--- src/rtl/alu_mc.sv ---
// alu_mc: multi-cycle ALU with valid/ready handshakes and iterative signed MUL/DIV.
// The divider is built only when ALU_MC_DIV_EN is defined; otherwise opcode 00111 is illegal.
module alu_mc #(
    parameter int WIDTH = 32,
    parameter int SHW   = 5
) (
    input  logic             clock,
    input  logic             reset_n,
    input  logic             in_valid,
    output logic             in_ready,
    input  logic [WIDTH-1:0] data_operandA,
    input  logic [WIDTH-1:0] data_operandB,
    input  logic [4:0]       ctrl_ALUopcode,
    input  logic [SHW-1:0]   ctrl_shiftamt,
    output logic             out_valid,
    input  logic             out_ready,
    output logic [WIDTH-1:0] data_result,
    output logic             isNotEqual,
    output logic             isLessThan,
    output logic             overflow,
    output logic             exception,
    output logic             busy
);
    typedef enum logic [1:0] {IDLE, BUSY, DONE} state_t;

    localparam logic [4:0] OP_ADD = 5'd0;
    localparam logic [4:0] OP_SUB = 5'd1;
    localparam logic [4:0] OP_AND = 5'd2;
    localparam logic [4:0] OP_OR  = 5'd3;
    localparam logic [4:0] OP_SLL = 5'd4;
    localparam logic [4:0] OP_SRA = 5'd5;
    localparam logic [4:0] OP_MUL = 5'd6;
    localparam logic [4:0] OP_DIV = 5'd7;
    localparam logic [WIDTH-1:0] MOST_NEG = {1'b1, {(WIDTH-1){1'b0}}};

    state_t state_q, state_d;
    logic [WIDTH-1:0] result_q, result_d, hi_q, hi_d, lo_q, lo_d, opd_q, opd_d;
    logic [SHW-1:0] cnt_q, cnt_d;
    logic neq_q, neq_d, lt_q, lt_d, ovf_q, ovf_d, exc_q, exc_d, neg_q, neg_d, div_q, div_d;

    logic [WIDTH-1:0] a, b, abs_a, abs_b, sum_ab, dif_ab;
    logic [WIDTH-1:0] fast_res;
    logic fast_neq, fast_lt, fast_ovf, fast_exc;
    logic accept, last, is_div, div_fast, multi;

    assign a        = data_operandA;
    assign b        = data_operandB;
    assign abs_a    = a[WIDTH-1] ? -a : a;
    assign abs_b    = b[WIDTH-1] ? -b : b;
    assign sum_ab   = a + b;
    assign dif_ab   = a - b;
    assign accept   = in_valid && in_ready;
    assign last     = cnt_q == SHW'(WIDTH-1);

`ifdef ALU_MC_DIV_EN
    localparam logic DIV_EN = 1'b1;
`else
    localparam logic DIV_EN = 1'b0;
`endif

    // Zero divisor and most-negative / -1 resolve in one cycle and never enter the iterator
    assign is_div   = DIV_EN && ctrl_ALUopcode == OP_DIV;
    assign div_fast = is_div && (b == '0 || (a == MOST_NEG && b == '1));
    assign multi    = ctrl_ALUopcode == OP_MUL || (is_div && !div_fast);

    always_comb begin
        fast_res = '0;
        fast_neq = 1'b0;
        fast_lt  = 1'b0;
        fast_ovf = 1'b0;
        fast_exc = 1'b0;
        case (ctrl_ALUopcode)
            OP_ADD: begin
                fast_res = sum_ab;
                fast_ovf = a[WIDTH-1] == b[WIDTH-1] && sum_ab[WIDTH-1] != a[WIDTH-1];
            end
            OP_SUB: begin
                fast_res = dif_ab;
                fast_ovf = a[WIDTH-1] != b[WIDTH-1] && dif_ab[WIDTH-1] == b[WIDTH-1];
                fast_neq = |dif_ab;
                fast_lt  = $signed(a) < $signed(b);
            end
            OP_AND:  fast_res = a & b;
            OP_OR:   fast_res = a | b;
            OP_SLL:  fast_res = a << ctrl_shiftamt;
            OP_SRA:  fast_res = $signed(a) >>> ctrl_shiftamt;
            OP_MUL:  fast_res = '0;
            default: begin
                fast_exc = !is_div || b == '0;
                fast_ovf = is_div && b != '0;
                fast_res = (is_div && b != '0) ? MOST_NEG : '0;
            end
        endcase
    end

    // Shift-add multiplier: hi:lo holds the partial product, lo starts as the multiplier
    logic [WIDTH:0]     mul_sum;
    logic [WIDTH-1:0]   mul_hi, mul_lo;
    logic [2*WIDTH-1:0] prod_raw, prod;
    logic               mul_ovf;

    assign mul_sum  = {1'b0, hi_q} + {1'b0, {WIDTH{lo_q[0]}} & opd_q};
    assign mul_hi   = mul_sum[WIDTH:1];
    assign mul_lo   = {mul_sum[0], lo_q[WIDTH-1:1]};
    assign prod_raw = {mul_hi, mul_lo};
    assign prod     = neg_q ? -prod_raw : prod_raw;
    assign mul_ovf  = !(&prod[2*WIDTH-1:WIDTH-1] || ~|prod[2*WIDTH-1:WIDTH-1]);

    logic [WIDTH-1:0] div_hi, div_lo, quo;
`ifdef ALU_MC_DIV_EN
    // Restoring divider: hi is the partial remainder, lo shifts dividend out and quotient in
    logic [WIDTH:0] rem_sh;
    logic           ge;
    assign rem_sh = {hi_q, lo_q[WIDTH-1]};
    assign ge     = rem_sh >= {1'b0, opd_q};
    assign div_hi = ge ? rem_sh[WIDTH-1:0] - opd_q : rem_sh[WIDTH-1:0];
    assign div_lo = {lo_q[WIDTH-2:0], ge};
    assign quo    = neg_q ? -div_lo : div_lo;
`else
    assign div_hi = '0;
    assign div_lo = '0;
    assign quo    = '0;
`endif

    always_comb begin
        result_d = result_q;
        neq_d    = neq_q;
        lt_d     = lt_q;
        ovf_d    = ovf_q;
        exc_d    = exc_q;
        cnt_d    = cnt_q;
        hi_d     = hi_q;
        lo_d     = lo_q;
        opd_d    = opd_q;
        neg_d    = neg_q;
        div_d    = div_q;
        if (accept) begin
            result_d = fast_res;
            neq_d    = fast_neq;
            lt_d     = fast_lt;
            ovf_d    = fast_ovf && !multi;
            exc_d    = fast_exc;
            cnt_d    = '0;
            hi_d     = '0;
            opd_d    = is_div ? abs_b : abs_a;
            lo_d     = is_div ? abs_a : abs_b;
            neg_d    = a[WIDTH-1] ^ b[WIDTH-1];
            div_d    = is_div;
        end else if (state_q == BUSY) begin
            cnt_d = cnt_q + 1'b1;
            hi_d  = div_q ? div_hi : mul_hi;
            lo_d  = div_q ? div_lo : mul_lo;
            if (last) begin
                result_d = div_q ? quo : prod[WIDTH-1:0];
                ovf_d    = !div_q && mul_ovf;
            end
        end
    end

    always_ff @(posedge clock or negedge reset_n) begin
        if (!reset_n) begin
            result_q <= '0;
            neq_q    <= 1'b0;
            lt_q     <= 1'b0;
            ovf_q    <= 1'b0;
            exc_q    <= 1'b0;
            cnt_q    <= '0;
            hi_q     <= '0;
            lo_q     <= '0;
            opd_q    <= '0;
            neg_q    <= 1'b0;
            div_q    <= 1'b0;
        end else begin
            result_q <= result_d;
            neq_q    <= neq_d;
            lt_q     <= lt_d;
            ovf_q    <= ovf_d;
            exc_q    <= exc_d;
            cnt_q    <= cnt_d;
            hi_q     <= hi_d;
            lo_q     <= lo_d;
            opd_q    <= opd_d;
            neg_q    <= neg_d;
            div_q    <= div_d;
        end
    end

    always_ff @(posedge clock or negedge reset_n) begin
        if (!reset_n) state_q <= IDLE;
        else          state_q <= state_d;
    end

    always_comb begin
        state_d = accept ? (multi ? BUSY : DONE) :
                  (state_q == DONE && out_ready) ? IDLE :
                  (state_q == BUSY && last) ? DONE : state_q;
    end

    always_comb begin
        in_ready  = state_q == IDLE || (state_q == DONE && out_ready);
        out_valid = state_q == DONE;
        busy      = state_q == BUSY;
    end

    assign data_result = result_q;
    assign isNotEqual  = neq_q;
    assign isLessThan  = lt_q;
    assign overflow    = ovf_q;
    assign exception   = exc_q;
endmodule
--- config.mk ---
export PLATFORM = sky130hd
export DESIGN_NAME = alu_mc
export DESIGN_NICKNAME = d
export VERILOG_FILES = /design/src/rtl/alu_mc.sv
export SDC_FILE = /design/constraint.sdc
export NUM_CORES = 1
export LEC_CHECK = 0
export ABC_AREA = 1
export ABC_CLOCK_PERIOD_IN_PS = 3800
export BUFFER_PORTS_ARGS = -buffer_cell sky130_fd_sc_hd__buf_2
export CAP_MARGIN = 20
export CORE_UTILIZATION = 35
export DETAILED_ROUTE_END_ITERATION = 6
export PLACE_DENSITY = 0.59
export SYNTH_ARGS = -nofsm -noshare
export SYNTH_HDL_FRONTEND = slang
export SYNTH_SLANG_ARGS = --single-unit
--- constraint.sdc ---
create_clock -name clock -period 3.8 [get_ports clock]
set_input_delay 0.38 -clock clock [delete_from_list [all_inputs] [get_ports clock]]
set_output_delay 0.38 -clock clock [all_outputs]
set_load 0.05 [all_outputs]
### Word level (Yosys, flattened, before mapping)

Index checks and enable logic that the tools add are counted.

| storage, ports and cells | value |
|---|---|
| output and inout bits | 39 |
| register bits | 140 |
| word-level logic and storage cells | 83 |
| input bits | 78 |

| cells by class | value |
|---|---|
| reduce and logical (&&, ||, !) cells | 21 |
| $lt $le $gt $ge | 1 |
| bitwise gates (word level) | 4 |
| shifts and indexed selects | 2 |
| eq/ne operators | 13 |
| $add $sub $neg | 7 |
| multiplexer cells | 24 |

Operators with widths:

| operator | number |
|---|---|
| 32-bit 2-to-1 mux | 9 |
| 32-bit one-hot mux with 6 select lines | 1 |
| 32-bit bitwise AND | 2 |
| 64-bit 2-to-1 mux | 1 |
| 32-bit negation | 2 |
| 64-bit negation | 1 |
| 32-bit by 32-bit adder with 33-bit output | 1 |
| 33-bit AND reduction | 1 |
| 33-bit OR reduction | 1 |
| 32-bit adder | 1 |
| 32-bit less-than comparator | 1 |
| 32-bit OR | 1 |
| 32-bit OR reduction | 1 |
| 32-bit by 5-bit left shift with 32-bit output | 1 |
| 32-bit by 5-bit >>> shifter with 32-bit output | 1 |
| 32-bit subtractor | 1 |
| 5-bit by 3-bit equality test with 1-bit output, second input constant | 3 |
| 5-bit by 2-bit equality test with 1-bit output, second input constant | 2 |
| 5-bit 2-to-1 mux | 2 |
| 2-bit 2-to-1 mux | 4 |
| 7-bit OR reduction | 1 |
| 1-bit logical AND | 6 |
| 1-bit 2-to-1 mux | 6 |
| 5-bit by 1-bit adder with 5-bit output, second input constant | 1 |
| 15 further kinds | 21 |

### Depth between registers and ports, before layout

Gate-level depths: netlist of run 1.

| logic depth | value |
|---|---|
| word-level depth | 11 |
| mapped depth | 30 |
| gate-level depth less buffers | 28 |

### Worst setup path after synthesis of run 1

Ideal clock, no wire load.

| timing path | value |
|---|---|
| path kind | register -> register |
| start | reg lo_q[0] |
| end | reg ovf_q, in the netlist overflow |
| data arrival time | 3.199 ns |
| data required time | 3.678 ns |
| buffers on the path | 2 |
| period minus slack after synthesis | 3.321 ns |
| library setup time | 0.122 ns |
| cell stages (with the launch flop) | 27 |
| slack | 0.479 ns |
| path through | dfrtp_1 -> clkbuf_1 -> clkbuf_1 -> nand2_1 -> inv_1 -> ha_1 -> fa_1 -> xnor2_1 -> nand2_1 -> nor2_1 -> nand2_1 -> nor2_1 -> nand2_1 -> nor2_1 -> nand2_1 -> nand2_2 -> nand2_2 -> nor2_2 -> nand2_1 -> nand2_1 -> nand2_1 -> nor2_1 -> nand2_1 -> nor2_1 -> nand3_1 -> nand3_1 -> a21oi_1 |

| between the ends | value |
|---|---|
| word-level cells in the longest chain between the ends | 11 |
| elaborated cells on any way between the ends | 12 |
| classes of those cells | add/sub: 2; mux: 4; bitwise: 1; reduce/logical: 5 |

Ends and longest elaborated chain:

| element | RTL line | RTL |
|---|---|---|
| start: declaration | 37 | `logic [WIDTH-1:0] result_q, result_d, hi_q, hi_d, lo_q, lo_d, opd_q, opd_d;` |
| start signal: assignment | 181 | `lo_q <= lo_d;` |
| 32-bit bitwise AND (*) | 102 | `assign mul_sum = {1'b0, hi_q} + {1'b0, {WIDTH{lo_q[0]}} & opd_q};` |
| 32-bit by 32-bit adder with 33-bit output (*) | 102 |  |
| 64-bit negation | 106 | `assign prod = neg_q ? -prod_raw : prod_raw;` |
| 64-bit 2-to-1 mux (*) | 106 |  |
| 33-bit OR reduction | 107 | `assign mul_ovf = !(&prod[2*WIDTH-1:WIDTH-1] \|\| ~\|prod[2*WIDTH-1:WIDTH-1]);` |
| 1-bit zero test | 107 |  |
| 1-bit logical OR (*) | 107 |  |
| 1-bit zero test (*) | 107 |  |
| 1-bit 2-to-1 mux (*) | 153 | `if (last) begin` |
| 1-bit 2-to-1 mux (*) | 149 | `end else if (state_q == BUSY) begin` |
| 1-bit 2-to-1 mux (*) | 137 | `if (accept) begin` |
| end signal: assignment | 177 | `ovf_q <= ovf_d;` |
| end: declaration | 39 | `logic neq_q, neq_d, lt_q, lt_d, ovf_q, ovf_d, exc_q, exc_d, neg_q, neg_d, div_q, div_d;` |

Mark *: on every way between the ends. The rest lies on a longest branch, timed or not. The select of a mux whose other input is x is not followed.
A chain may end at the register's enable or synchronous reset.

### Worst setup path in the final report of run 1

Ends and elaborated chain as after synthesis.

==> results.json, run 1 <==
{
  "initial_core_util": 0.356,
  "slowest_delay_ns": 0.43,
  "final_common_cell": "nand2_1",
  "regArea_um2": 3510,
  "synth_edf_count": 0,
  "wirelength_mm": 93.7,
  "drt_iter0_markers": 2364,
  "ys_warn_count": 0,
  "hold_violations": 0,
  "cts_root_buf": "clkbuf_16",
  "finalWeightedCongestion": 1.11,
  "crit_buf_inv": 2,
  "grt_pass1_wl_mm": 140,
  "numPlacedInstances": 4442,
  "cts_buffer_depth": 2,
  "numPortBuffers": 116,
  "multi_input_area_um2": 14300,
  "h-tree-depth": 4,
  "dpl.hpwl_mm": 77.3,
  "antenna_found_initial": 2,
  "end_kind": "register",
  "area_growth_pct": 14.7,
  "slowest_stage": "dfrtp_2",
  "drt_first_pass_iters": 6,
  "fin_crit_ns": 3.53,
  "clkTransAtPathRegs_ns": 0.07,
  "routedWlPerCell_um": 20.9,
  "finalMaxSlewViolations": 0,
  "synth-seq-area-share": 0.174,
  "final_net_count": 3920,
  "grt_max_degree": 63,
  "worstMarginPinSlew_ns": 1.04,
  "cts_setup_buffers": 0,
  "clock_sinks": 140,
  "synth_seq_cells": 140,
  "io_pins": 117,
  "worst_hold_slack_ns": 0.275,
  "synth_nets": 3779,
  "cp-start-kind": "register",
  "layout-drive-gt1-share": 0.113,
  "pwr_density_cell_nw_per_um2": 570,
  "die-area_um2": 58500,
  "avgViaCountPerCell": 5.47,
  "status": "complete, no violations",
  "dpl_worst_slack_ns": 0.138,
  "reg2regPathDepth": 24,
  "required_ns": 4.14,
  "p_leak_nw": 12.1,
  "post-route-period-util": 0.930,
  "path_max_fanout": 30,
  "fin_area_um2": 23100,
  "max_freq_ghz": 0.283,
  "hold_path.class": "input pin to register",
  "setup-violations-final": 0,
  "num_vias": 24500,
  "worstHoldPathCells": 4,
  "irDropWorstVdd_mv": 0.407,
  "crit_top_cell": "nand2_1",
  "cts_tree": "done",
  "cts_buffers": 17,
  "track_usage": 0.314,
  "final_cell_mix": "1029 x nand2_1, 498 x inv_1, 344 x nor2_1, 319 x o21ai_0, 247 x nand3_1",
  "diodes": 0,
  "fillCellCount": 6405,
  "rows": 87,
  "drv_cap": 0,
  "skew_ns": 0.0167,
  "overflow": 0,
  "grt_pass1_vias": 22900,
  "die_h_um": 242,
  "synth_area_um2": 20100,
  "coreArea_um2": 56600,
  "drcViolationCount": 0,
  "worst-path-stages": 24,
  "postSynthAreaPerCell_um2": 5.65,
  "dpl_cell_area_um2": 22300,
  "async_flop_share": 1.00,
  "relSlewSlack": 0.296,
  "netlist_instances": 3565,
  "worstPathCellList": "buf_12 -> nand2_1 -> inv_1 -> ha_2 -> nand2_1 -> nor2_2 -> and3_1 -> nand3_1 -> nand2_1 -> nand2_1 -> nand2_1 -> nand2_1 -> nor2_1 -> nand2_1 -> nand2_1 -> nand2_1 -> nand2_1 -> nand2_1 -> nor2_1 -> nand2_1 -> nor2_1 -> nand3_1 -> nand3_1 -> a21oi_1",
  "drtAntennaViolNets": 0,
  "synth_cell_types": 57,
  "clk-insertion-delay-late_ns": 0.46,
  "die_w_um": 242,
  "setup_slack_ns": 0.267,
  "layout.cells.non_filler": 4475,
  "worstPathArrival_ns": 3.87,
  "ys.flop_type": "dfrtp_1",
  "worst-setup-path-type": "register to register",
  "setup_tns_ns": 0,
  "cp_top_family": "simple AND/OR/NAND/NOR gates"
}
cells by family after synthesis:
group	after synthesis	share of synthesized area
buf+inv	669	0.125
mux	7	0.00348
xor+xnor	75	0.0326
flops	140	0.174
compound gates	742	0.209
simple gates	1796	0.370
fa+ha+maj	136	0.0856
Yosys cell counts, types with 7 or more instances:
cell | instances | area share
ha_1 | 133 | 0.083
nand3_1 | 250 | 0.062
nor2_2 | 14 | 0.0043
buf_1 | 21 | 0.0039
o21a_1 | 8 | 0.0030
clkbuf_1 | 125 | 0.023
nand2_2 | 12 | 0.0037
nand4_1 | 34 | 0.011
inv_1 | 499 | 0.093
mux2i_1 | 7 | 0.0035
nor2_1 | 353 | 0.066
o211ai_1 | 24 | 0.0089
nand3_2 | 9 | 0.0045
or2_2 | 9 | 0.0028
a31oi_1 | 40 | 0.012
a21oi_1 | 233 | 0.058
xor2_1 | 71 | 0.031
a211oi_1 | 12 | 0.0045
clkinv_1 | 8 | 0.0015
nand2_1 | 1049 | 0.20
o21ai_0 | 319 | 0.079
nor4_1 | 13 | 0.0040
inv_2 | 9 | 0.0017
dfrtp_1 | 140 | 0.17
o221ai_1 | 36 | 0.016
nor3_2 | 7 | 0.0035
o22ai_1 | 9 | 0.0028
a221oi_1 | 11 | 0.0048
nor3_1 | 33 | 0.0082
area by class of cell:
type                            count  share of cell area
Inverter                          516              0.0838
Clock buffer                       19              0.0196
Tap cell                          756              0.0409
Sequential cell                   140               0.152
Timing Repair Buffer              275              0.0793
Clock inverter                     13             0.00666
Multi-Input combinational cell   2756               0.618
final timing paths:
check | start | to | slack [ns]
max | lo_q[0]$_DFFE_PN0P_ | overflow$_DFFE_PN0P_ | 0.27
min | out_ready | state_q[1]$_DFFE_PN0P_ | 0.27
max reg2reg | lo_q[0]$_DFFE_PN0P_ | overflow$_DFFE_PN0P_ | 0.27
min reg2reg | cnt_q[2]$_DFFE_PN0P_ | cnt_q[2]$_DFFE_PN0P_ | 0.47
max in group asynchronous | reset_n | neg_q$_DFFE_PN0P_ | 2.52
min in group asynchronous | reset_n | hi_q[14]$_DFFE_PN0P_ | 0.43
routing by layer:
layer / part of all wire / wire, µm / vias up / GRT usage
met5: 0.00028 / 26 / - / 0
met4: 0.066 / 6150 / 4 / 0.180
met3: 0.072 / 6730 / 238 / 0.0371
met2: 0.44 / 41600 / 1099 / 0.509
met1: 0.42 / 39100 / 11200 / 0.404
li1: - / - / 11900 / -
report_power, final:
| part | total (mW) | internal (mW) | switching (mW) |
|---|---|---|---|
| combinational | 8.62 | 2.59 | 6.03 |
| sequential | 2.81 | 2.14 | 0.675 |
| clock | 1.74 | 1.02 | 0.730 |
| total | 13.2 | 5.74 | 7.43 |
tightest hold or removal path, cell delays in order:
cell     delay (ns)
buf_2          0.08
nand2_1        0.05
a21oi_1        0.13
a21oi_1        0.05
registers in the layout, indices dropped and copies added (netlist names), 2 cells and up:
signal	flops
data_result	32
hi_q	32
state_q	2
cnt_q	5
lo_q	32
opd_q	32
through the flow:
stage	utilization	power (mW)
floorplan	-	8.47
global placement	0.395	11.2
detailed placement	0.395	11.2
CTS	0.406	13.0
global route	0.408	14.2
finish	0.408	13.2
repair_timing:
| item | 4_1_cts | 5_1_grt |
|---|---|---|
| setup endpoints to repair | 0 | 1 |
| hold buffers | 1 | 0 |
| gates resized for setup | 0 | 46 |
| endpoints found under the hold margin | 45 | 0 |
(Power assumes the default switching activity.)
==> run 2: changes to the inputs <==
--- a/config.mk
+++ b/config.mk
@@ -10,6 +10,7 @@
 export BUFFER_PORTS_ARGS = -buffer_cell sky130_fd_sc_hd__buf_2
 export CAP_MARGIN = 20
 export CORE_UTILIZATION = 35
+export CTS_BUF_LIST = sky130_fd_sc_hd__clkbuf_8
 export DETAILED_ROUTE_END_ITERATION = 6
 export PLACE_DENSITY = 0.59
 export SYNTH_ARGS = -nofsm -noshare
==> run 2 against run 1 <==
  * Die area unchanged
  * Register-to-register slack better by 0.04 ns
  * Critical path depth unchanged
  * Sequential share of layout area up 0.13 points
  * Core utilization down 0.35 points
  * Via count down 0.87%
  * Sequential power about the same
  * Critical endpoint unchanged
  * Total power down 3.6%
  * Worst setup slack better by 0.039 ns
  * Largest power group unchanged
==> results.json, run 2 (same netlist as run 1, synthesis figures left out) <==
{
  "coreArea_um2": 56600,
  "clkTransAtPathRegs_ns": 0.08,
  "grt_pass1_vias": 22900,
  "avgViaCountPerCell": 5.42,
  "dpl.hpwl_mm": 77.3,
  "slowest_delay_ns": 0.44,
  "drt_first_pass_iters": 6,
  "worstPathCellList": "buf_12 -> nand2_1 -> inv_1 -> ha_2 -> nand2_1 -> nor2_2 -> and3_1 -> nand3_1 -> nand2_1 -> nand2_1 -> nand2_1 -> nand2_1 -> nor2_1 -> nand2_1 -> nand2_1 -> nand2_1 -> nand2_1 -> nand2_1 -> nor2_1 -> nand2_1 -> nor2_1 -> nand3_1 -> nand3_1 -> a21oi_1",
  "routedWlPerCell_um": 20.8,
  "drv_cap": 0,
  "die_h_um": 242,
  "grt_max_degree": 63,
  "clk-insertion-delay-late_ns": 0.50,
  "finalWeightedCongestion": 1.11,
  "cp_top_family": "simple AND/OR/NAND/NOR gates",
  "diodes": 0,
  "hold_violations": 0,
  "grt_pass1_wl_mm": 139,
  "cts_buffers": 17,
  "irDropWorstVdd_mv": 0.398,
  "finalMaxSlewViolations": 0,
  "end_kind": "register",
  "area_growth_pct": 13.7,
  "setup_slack_ns": 0.306,
  "fin_crit_ns": 3.49,
  "hold_path.class": "input pin to register",
  "worst-setup-path-type": "register to register",
  "initial_core_util": 0.356,
  "layout.cells.non_filler": 4475,
  "antenna_found_initial": 2,
  "rows": 87,
  "final_common_cell": "nand2_1",
  "cts_root_buf": "clkbuf_8",
  "h-tree-depth": 4,
  "numPortBuffers": 116,
  "p_total_mw": 12.7,
  "cts_buffer_depth": 2,
  "max_freq_ghz": 0.286,
  "die_w_um": 242,
  "setup-violations-final": 0,
  "final_cell_mix": "1030 x nand2_1, 498 x inv_1, 344 x nor2_1, 319 x o21ai_0, 248 x nand3_1",
  "track_usage": 0.313,
  "io_pins": 117,
  "drcViolationCount": 0,
  "slowest_stage": "dfrtp_2",
  "pwr_density_cell_nw_per_um2": 554,
  "cp-start-kind": "register",
  "crit_buf_inv": 2,
  "cts_tree": "done",
  "crit_top_cell": "nand2_1",
  "final_net_count": 3920,
  "die-area_um2": 58500,
  "clock_sinks": 140,
  "relSlewSlack": 0.389,
  "num_vias": 24300,
  "dpl_worst_slack_ns": 0.138,
  "status": "complete, no violations",
  "path_max_fanout": 30,
  "fillCellCount": 6445,
  "layout-drive-gt1-share": 0.112,
  "p_leak_nw": 12.0,
  "post-route-period-util": 0.919,
  "cts_setup_buffers": 0,
  "overflow": 0,
  "worstPathArrival_ns": 3.87,
  "worstMarginPinSlew_ns": 0.915,
  "drt_iter0_markers": 2408,
  "numPlacedInstances": 4442,
  "required_ns": 4.18,
  "drtAntennaViolNets": 0,
  "wirelength_mm": 93.2,
  "skew_ns": 0.0227
}
[run 2: changes by cell type in the layout (fill, tap and decap cells not counted)]
cell / before / now
nand3_2: 12 / 11
nand2_1: 1029 / 1030
clkbuf_8: 2 / 19
clkbuf_16: 17 / 0
nand2_2: 31 / 30
nand3_1: 247 / 248
[run 2: path summary, 6_finish.rpt]
kind,startpoint,to,slack [ns],cells after the start
min reg2reg,cnt_q[2]$_DFFE_PN0P_,cnt_q[2]$_DFFE_PN0P_,0.47,1
max,lo_q[0]$_DFFE_PN0P_,overflow$_DFFE_PN0P_,0.31,24
max in group asynchronous,reset_n,neg_q$_DFFE_PN0P_,2.56,3
max reg2reg,lo_q[0]$_DFFE_PN0P_,overflow$_DFFE_PN0P_,0.31,24
min,out_ready,state_q[1]$_DFFE_PN0P_,0.22,4
min in group asynchronous,reset_n,hi_q[14]$_DFFE_PN0P_,0.37,2
[run 2: layer usage]
layer | global-route usage | vias up | wire [µm]
met5 | 0 | - | 26
met4 | 0.187 | 4 | 6340
met3 | 0.0395 | 236 | 6650
met2 | 0.503 | 1065 | 41400
met1 | 0.400 | 11100 | 38800
li1 | - | 11900 | -
[run 2: repair_timing]
action | CTS | global route
endpoints found under the setup margin | 0 | 1
hold buffers | 1 | 0
gates resized for setup | 0 | 44
hold endpoints to repair | 45 | 0
[run 2: power by group]
| group | switching [mW] | total [mW] | leakage [nW] | internal, mW |
|---|---|---|---|---|
| clock network | 0.664 | 1.30 | 0.210 | 0.632 |
| registers | 0.674 | 2.80 | 1.74 | 2.13 |
| logic | 6.01 | 8.60 | 10.1 | 2.58 |
[run 2: through the flow]
stage / util / hold slack (ns) / instance area [µm²] / TNS (ns)
after detailed placement: 0.395 / 0.355 / 22300 / 0
final: 0.405 / 0.218 / 22900 / 0
after global placement: 0.395 / 0.353 / 22300 / 0
after global routing: 0.405 / 0.259 / 22900 / -0.00383
after CTS: 0.402 / 0.182 / 22800 / 0
after floorplan: - / 0.0844 / 20100 / 0
[run 2: cell type report]
cell class	instances	area, µm²	area share
multi-input cells	2756	14300	0.623
flip-flops and latches	140	3510	0.153
inverters	516	1940	0.0845
repair buffers	275	1830	0.0800
well taps	756	946	0.0413
clock buffers	19	262	0.0114
clock inverters	13	154	0.00672
[run 2: worst min-delay path: cells and delay by family]
kind / cells / cell delay, ns
compound gates: 2 / 0.17
buf+inv: 1 / 0.08
simple gates: 1 / 0.05
